`config.mk`:
```
export PLATFORM = sky130hd
export DESIGN_NAME = router_pkt_tx
export DESIGN_NICKNAME = d
export VERILOG_FILES = /design/src/rtl/router_pkg.sv /design/src/rtl/router_tx_buf.sv /design/src/rtl/router_pkt_tx.sv
export SDC_FILE = /design/constraint.sdc
export NUM_CORES = 1
export LEC_CHECK = 0
export CELL_PAD_IN_SITES_DETAIL_PLACEMENT = 0
export CELL_PAD_IN_SITES_GLOBAL_PLACEMENT = 1
export CORE_ASPECT_RATIO = 1.75
export CORE_MARGIN = 2
export CORE_UTILIZATION = 40
export CTS_BUF_LIST = sky130_fd_sc_hd__clkbuf_16
export CTS_CLUSTER_DIAMETER = 40
export DETAILED_ROUTE_END_ITERATION = 16
export GPL_TIMING_DRIVEN = 0
export HOLD_SLACK_MARGIN = 0.06
export PLACE_DENSITY_LB_ADDON = 0.2
export SYNTH_ARGS = -nofsm -noshare
export SYNTH_HDL_FRONTEND = slang
export SYNTH_SLANG_ARGS = --single-unit
```
`constraint.sdc`:
```
create_clock -name clk -period 2.85 [get_ports clk]
set_input_delay 0.57 -clock clk [delete_from_list [all_inputs] [get_ports clk]]
set_output_delay 0.57 -clock clk [all_outputs]
set_load 0.02 [all_outputs]
```
`src/rtl/router_pkg.sv`:
```
// Shared types, widths and byte helpers for the router packet transmitter.
package router_pkg;

   localparam int ADDR_W = 2;
   localparam int LEN_W  = 6;
   localparam int DATA_W = 8;

   localparam logic [ADDR_W-1:0] ADDR_ILLEGAL = 2'd3;

   typedef enum logic [2:0] {
      IDLE    = 3'd0,
      LOAD    = 3'd1,
      HEADER  = 3'd2,
      PAYLOAD = 3'd3,
      PARITY  = 3'd4
   } tx_state_t;

   function automatic logic [DATA_W-1:0] header_byte(input logic [LEN_W-1:0]  len,
                                                     input logic [ADDR_W-1:0] addr);
      return {len, addr};
   endfunction

   function automatic logic [DATA_W-1:0] parity_acc(input logic [DATA_W-1:0] acc,
                                                    input logic [DATA_W-1:0] data);
      return acc ^ data;
   endfunction

endpackage

```
`src/rtl/router_tx_buf.sv`:
```
// Payload register file: one synchronous write port, one asynchronous read port.
module router_tx_buf
   import router_pkg::*;
#(
   parameter int DEPTH = 63
)
(
   input  logic              clk,
   input  logic              wr_en,
   input  logic [LEN_W-1:0]  wr_addr,
   input  logic [DATA_W-1:0] wr_data,
   input  logic [LEN_W-1:0]  rd_addr,
   output logic [DATA_W-1:0] rd_data
);

   logic [DATA_W-1:0] mem [0:DEPTH-1];

   // Write port; contents are deliberately left unreset.
   always_ff @(posedge clk) begin
      if (wr_en && (int'(wr_addr) < DEPTH)) begin
         mem[wr_addr] <= wr_data;
      end
   end

   // Out-of-range addresses read as zero so look-ahead reads stay harmless.
   assign rd_data = (int'(rd_addr) < DEPTH) ? mem[rd_addr] : 8'h00;

endmodule

```
`src/rtl/router_pkt_tx.sv`:
```
// Packet transmitter: buffers a payload, then sends header, payload and parity
// to the router, honouring its busy stall.
module router_pkt_tx
   import router_pkg::*;
#(
   parameter int BUF_DEPTH = 63
)
(
   input  logic              clk,
   input  logic              reset,
   input  logic              start,
   input  logic [ADDR_W-1:0] dest_addr,
   input  logic [LEN_W-1:0]  pay_len,
   output logic              tx_idle,
   input  logic              pld_valid,
   input  logic [DATA_W-1:0] pld_data,
   output logic              pld_ready,
   input  logic              busy,
   output logic [DATA_W-1:0] pkt_data,
   output logic              pkt_valid,
   output logic              done,
   output logic              req_err
);

   tx_state_t         state_r, state_s;
   logic [ADDR_W-1:0] dest_r, dest_s;
   logic [LEN_W-1:0]  len_r, len_s;
   logic [LEN_W-1:0]  wr_ptr_r, wr_ptr_s;
   logic [LEN_W-1:0]  rd_ptr_r, rd_ptr_s;
   logic [DATA_W-1:0] par_r, par_s;
   logic [DATA_W-1:0] pkt_data_r, pkt_data_s;
   logic              pkt_valid_r, pkt_valid_s;
   logic              pld_ready_r, pld_ready_s;
   logic              done_r, done_s;
   logic              req_err_r, req_err_s;
   logic              tx_idle_r, tx_idle_s;

   logic              buf_wr_en_s;
   logic [LEN_W-1:0]  buf_rd_addr_s;
   logic [DATA_W-1:0] buf_rd_data_s;

   router_tx_buf #(
      .DEPTH (BUF_DEPTH)
   ) u_buf (
      .clk     (clk),
      .wr_en   (buf_wr_en_s),
      .wr_addr (wr_ptr_r),
      .wr_data (pld_data),
      .rd_addr (buf_rd_addr_s),
      .rd_data (buf_rd_data_s)
   );

   // State register.
   always_ff @(posedge clk or posedge reset) begin
      if (reset) begin
         state_r <= IDLE;
      end else begin
         state_r <= state_s;
      end
   end

   // Datapath and output registers.
   always_ff @(posedge clk or posedge reset) begin
      if (reset) begin
         dest_r      <= 2'd0;
         len_r       <= 6'd0;
         wr_ptr_r    <= 6'd0;
         rd_ptr_r    <= 6'd0;
         par_r       <= 8'h00;
         pkt_data_r  <= 8'h00;
         pkt_valid_r <= 1'b0;
         pld_ready_r <= 1'b0;
         done_r      <= 1'b0;
         req_err_r   <= 1'b0;
         tx_idle_r   <= 1'b1;
      end else begin
         dest_r      <= dest_s;
         len_r       <= len_s;
         wr_ptr_r    <= wr_ptr_s;
         rd_ptr_r    <= rd_ptr_s;
         par_r       <= par_s;
         pkt_data_r  <= pkt_data_s;
         pkt_valid_r <= pkt_valid_s;
         pld_ready_r <= pld_ready_s;
         done_r      <= done_s;
         req_err_r   <= req_err_s;
         tx_idle_r   <= tx_idle_s;
      end
   end

   // Next-state and next-output logic; outputs are computed one cycle ahead.
   always_comb begin
      state_s       = state_r;
      dest_s        = dest_r;
      len_s         = len_r;
      wr_ptr_s      = wr_ptr_r;
      rd_ptr_s      = rd_ptr_r;
      par_s         = par_r;
      pkt_data_s    = pkt_data_r;
      pkt_valid_s   = pkt_valid_r;
      pld_ready_s   = pld_ready_r;
      done_s        = 1'b0;
      req_err_s     = 1'b0;
      tx_idle_s     = tx_idle_r;
      buf_wr_en_s   = 1'b0;
      buf_rd_addr_s = 6'd0;

      case (state_r)
         IDLE: begin
            tx_idle_s   = 1'b1;
            pkt_valid_s = 1'b0;
            pld_ready_s = 1'b0;
            pkt_data_s  = 8'h00;
            if (start) begin
               if ((dest_addr == ADDR_ILLEGAL) || (pay_len == 6'd0)) begin
                  req_err_s = 1'b1;
               end else begin
                  dest_s      = dest_addr;
                  len_s       = pay_len;
                  par_s       = 8'h00;
                  wr_ptr_s    = 6'd0;
                  rd_ptr_s    = 6'd0;
                  tx_idle_s   = 1'b0;
                  pld_ready_s = 1'b1;
                  state_s     = LOAD;
               end
            end else begin
               state_s = IDLE;
            end
         end

         LOAD: begin
            if (pld_valid && pld_ready_r) begin
               buf_wr_en_s = 1'b1;
               if (wr_ptr_r == (len_r - 6'd1)) begin
                  // Last byte: fold in the byte and the header, present the header next cycle.
                  wr_ptr_s    = 6'd0;
                  pld_ready_s = 1'b0;
                  pkt_data_s  = header_byte(len_r, dest_r);
                  pkt_valid_s = 1'b1;
                  par_s       = parity_acc(parity_acc(par_r, pld_data),
                                           header_byte(len_r, dest_r));
                  state_s     = HEADER;
               end else begin
                  wr_ptr_s = wr_ptr_r + 6'd1;
                  par_s    = parity_acc(par_r, pld_data);
               end
            end else begin
               state_s = LOAD;
            end
         end

         HEADER: begin
            buf_rd_addr_s = 6'd0;
            if (!busy) begin
               rd_ptr_s   = 6'd0;
               pkt_data_s = buf_rd_data_s;
               state_s    = PAYLOAD;
            end else begin
               state_s = HEADER;
            end
         end

         PAYLOAD: begin
            buf_rd_addr_s = rd_ptr_r + 6'd1;
            if (!busy) begin
               if (rd_ptr_r == (len_r - 6'd1)) begin
                  pkt_data_s  = par_r;
                  pkt_valid_s = 1'b0;
                  state_s     = PARITY;
               end else begin
                  rd_ptr_s   = rd_ptr_r + 6'd1;
                  pkt_data_s = buf_rd_data_s;
               end
            end else begin
               state_s = PAYLOAD;
            end
         end

         PARITY: begin
            if (!busy) begin
               done_s     = 1'b1;
               tx_idle_s  = 1'b1;
               pkt_data_s = 8'h00;
               rd_ptr_s   = 6'd0;
               par_s      = 8'h00;
               state_s    = IDLE;
            end else begin
               state_s = PARITY;
            end
         end

         default: begin
            state_s     = IDLE;
            tx_idle_s   = 1'b1;
            pkt_valid_s = 1'b0;
            pld_ready_s = 1'b0;
            pkt_data_s  = 8'h00;
         end
      endcase
   end

   assign tx_idle   = tx_idle_r;
   assign pld_ready = pld_ready_r;
   assign pkt_data  = pkt_data_r;
   assign pkt_valid = pkt_valid_r;
   assign done      = done_r;
   assign req_err   = req_err_r;

endmodule

```
==> summary.txt <==
Cells and area
  – Fill cells: 4,832
  – Layout Nets: about 2,000
  – Area grow syn2layout: 26.9%
  – Final cell count without fillers: around 2,700
  – Layout cells sized above 1: 0.265
  – Post-layout util: 0.514

Place
  – PortBufs: 33
  – Cells after DPL: 2,547
  – Routability cong.: 0.990
  – Post-DP HPWL: between 60 and 70 mm

Critical path
  – CP Data Arrival Time: between 3 and 4 ns
  – Worst R2R Start: rd_ptr_r[0]
  – Worst Reg-to-Reg Cells: 10
  – CP max FO: 9
  – Setup Crit Path Kind: flip-flop to flip-flop
  – Worst Path Buf+Inv: 1
  – Crit end category: flip-flop
  – R2r setup slk: -0.15 ns
  – Worst path cell trace: ha_4 -> xnor2_4 -> nor2_4 -> buf_12 -> a221oi_1 -> o211ai_1 -> a41oi_2 -> o31ai_4 -> nand4_1 -> a21oi_1
  – Delay-heaviest family, CP: compound AO/OA/AOI/OAI gates
  – Max stage delay on crit path: 0.48 ns
  – Slowest cell on crit path: dfrtp_2
  – Reg2reg end: pkt_data[0]
  – CP required: ~3.4 ns
  – CP Launch Type: flip-flop

Timing
  – Fin. Hold Viols: 0
  – Setup slack after layout: -0.153 ns
  – Setup violators final: 7
  – Worst-margin pin slew: 1.25 ns
  – Final setup TNS: -0.502 ns
  – RSZ-0062 raised after global routing: yes
  – Final min period: 3.00 ns
  – Clock skew: 0.0310 ns
  – FMAX: 333 MHz
  – Pins over their slew limit: 0
  – Crit share post-route: 1.05
  – Slew HR: 0.163

Status
  – Status: complete, but fails checks
  – Failing checks: setup timing

Yosys
  – Post-Synth XOR/XNOR Area: 0.0123
  – Yosys Warn Count: 0
  – Mux cell area share after synthesis: 0.0291
  – Largest cells by area after synthesis: edfxtp_1 65%, dfrtp_1 4.6%, nand2_1 4.3%
  – Cell variety after synth: 79
  – Post-synthesis sequential area ratio: 0.699
  – Synthesized area per cell: 13.4 µm²
  – Syn nets: between 1,500 and 2,000
  – Netlist Area Pre-Place: 23,200 µm²
  – Cells after Synth: 1,738
  – Synth Flop Type: edfxtp_1
  – Synthesis-stage register bit count: 548
  – Yosys top cell area share: 0.652
  – Leading area contributor after synthesis: edfxtp_1
  – Synth Area in Simple Gates: 0.114
  – Asr flop ratio synth: 0.0803
  – Largest family of logic cells by synthesized area: compound AO/OA/AOI/OAI gates
  – Post-synthesis compound-gate area fraction: 0.116
  – Post-synth EDFFs: 504
  – Adder-Cell Fraction of Synth Area: 0.00162

Floorplanning
  – Initial Utilization: 0.405
  – Die area: about 60,000 µm²
  – Chip width: 186 µm
  – Core ar.: 57,300 µm²
  – Number of I/O pins: 34
  – Row cnt: ~120
  – DIE HEIGHT: 323 µm

Job
  – Max-capacitance violation count: 0

GRT
  – Grt ovf: 0
  – Vias in the first global route: 16,800
  – GRT Overall Usage: 0.307
  – Largest net degree at the start of global routing: between 50 and 60
  – Global-route wire length before repair: 125 mm
  – Initial antenna violation count: 3

CTS
  – Worst-path clk slew: 0.06 ns
  – Clock tree sinks: between 500 and 600
  – CTS buffer count: 55
  – H-tree level count: 2
  – Root Buffer: clkbuf_16
  – Deepest clock path buffer count: 3
  – Clk Latency, worst-skew pair: around 0.63 ns
  – CTS tree: yes

Pwr
  – Pleak: 9.68 nW
  – Worst IR Drop VDD: 0.000532 V
  – PD cells: 743 nW/µm²

Detailed routing
  – Via count: between 15,000 and 20,000
  – Drc violations: 0
  – Routed wire length: 90.5 mm
  – Vias/cell: just over 6
  – Initial DRC Count: 1,568
  – DR pass1 iterations: 5
  – Avg WL per Cell: 33.0 µm
  – Post-route ant nets: 0

Hold path
  – Hold Path Class: input pin to async pin
[cell usage after synthesis (4+ instances only)]
master,instances
mux2_2,10
buf_6,8
a32oi_1,8
a31oi_1,54
nand2b_1,4
nand2_1,267
a2111oi_0,9
edfxtp_1,504
a21oi_1,62
or3_1,6
a311oi_1,21
buf_1,19
mux2i_1,54
o21ai_0,50
xor2_1,10
nor3_1,24
o31ai_1,11
or2_2,4
nor2_1,98
and2_1,29
and3_1,22
nand4_1,10
a211oi_1,73
nand3_1,60
o211ai_1,15
nor4_1,5
o22ai_1,7
xnor2_1,17
inv_1,12
buf_2,44
a22oi_1,4
nor2b_1,19
clkbuf_1,51
a221oi_1,38
dfrtp_1,43
[where the power goes]
part	leakage (nW)	switching (mW)	internal, mW	total [mW]
combinational	3.68	3.49	1.93	5.42
sequential	5.10	0.186	9.00	9.18
clock	0.901	3.24	4.06	7.30
total	9.68	6.92	15.0	21.9
[worst reg2reg max path: stages (launching register included)]
cell,delay (ns)
dfrtp_2,0.48
ha_4,0.23
xnor2_4,0.19
nor2_4,0.29
buf_12,0.19
a221oi_1,0.06
o211ai_1,0.40
a41oi_2,0.29
o31ai_4,0.14
nand4_1,0.39
a21oi_1,0.25
[layout by cell type (no fill, tap or decap), types with 21 or more instances in the layout]
cell / n
clkdlybuf4s50_1: 25
buf_4: 84
buf_6: 29
edfxtp_1: 504
and2_1: 29
a21oi_1: 52
dfrtp_1: 38
a211oi_1: 58
o21ai_0: 39
mux2i_1: 49
nor2_4: 66
a31oi_1: 48
a221oi_1: 29
clkbuf_16: 61
nand2_1: 261
nand3_1: 55
nor2_1: 24
clkbuf_4: 24
and3_1: 21
buf_12: 47
[cell families after synthesis]
logic type               Yosys count
adder cells (fa/ha/maj)            3
XOR/XNOR                          29
flip-flops                       548
AND/OR/NAND/NOR                  570
buffers and inverters            139
multiplexers                      65
AO/OA/AOI/OAI                    384
[registers in the layout (all words and copies together), names as in the netlist, 2 cells and up]
register   cells
rd_ptr_r       6
len_r          6
wr_ptr_r       6
pkt_data       8
par_r          8
dest_r         2
state_r        3
u_buf.mem    504
[cell type report]
cell class,count,area [µm²],area share
Antenna cell,2,5.00,0.000170
Timing Repair Buffer,138,1540,0.0523
Multi-Input combinational cell,1051,7570,0.257
Inverter,13,48.8,0.00166
Sequential cell,548,16200,0.551
Buffer,123,1320,0.0447
Tap cell,767,960,0.0326
Clock buffer,56,1400,0.0475
Clock inverter,43,393,0.0133
[through the flow]
stage	cell area (µm²)	power [mW]	setup slack [ns]	hold WS (ns)
floorplan	23200	11.9	0.303	0.493
global placement	24500	13.8	-2.16	0.464
detailed placement	24700	13.9	-2.16	0.476
CTS	28700	21.6	-0.0495	0.163
global route	29500	22.5	-0.122	0.222
finish	29500	21.9	-0.153	0.175
[routing by layer]
| layer | global-route usage | part of all wire |
|---|---|---|
| met1 | 0.311 | 0.32 |
| met2 | 0.517 | 0.50 |
| met3 | 0.0579 | 0.063 |
| met4 | 0.300 | 0.12 |
| met5 | 0 | 0.00011 |
[repair_timing]
item                                   CTS  global route
gates resized for setup                477            95
pin swaps                               42            42
endpoints found under the hold margin    0             0
gates cloned                             0             1
hold buffers                             0             0
setup endpoints to repair              522           299
setup buffers                           61            34
[worst max path at each step]
stage	from	slack [ns]	depth (start not counted)	endpoint
floorplan	state_r[1]	0.30	7	u_buf.mem[52][0]
global placement	rd_ptr_r[0]	-2.16	11	pkt_data[5]
detailed placement	rd_ptr_r[0]	-2.16	11	pkt_data[5]
CTS	rd_ptr_r[0]	-0.05	11	pkt_data[0]
global route	rd_ptr_r[0]	-0.12	11	pkt_data[0]
finish	rd_ptr_r[0]	-0.15	10	pkt_data[0]
Note: power is estimated with default switching activity, not from simulation.
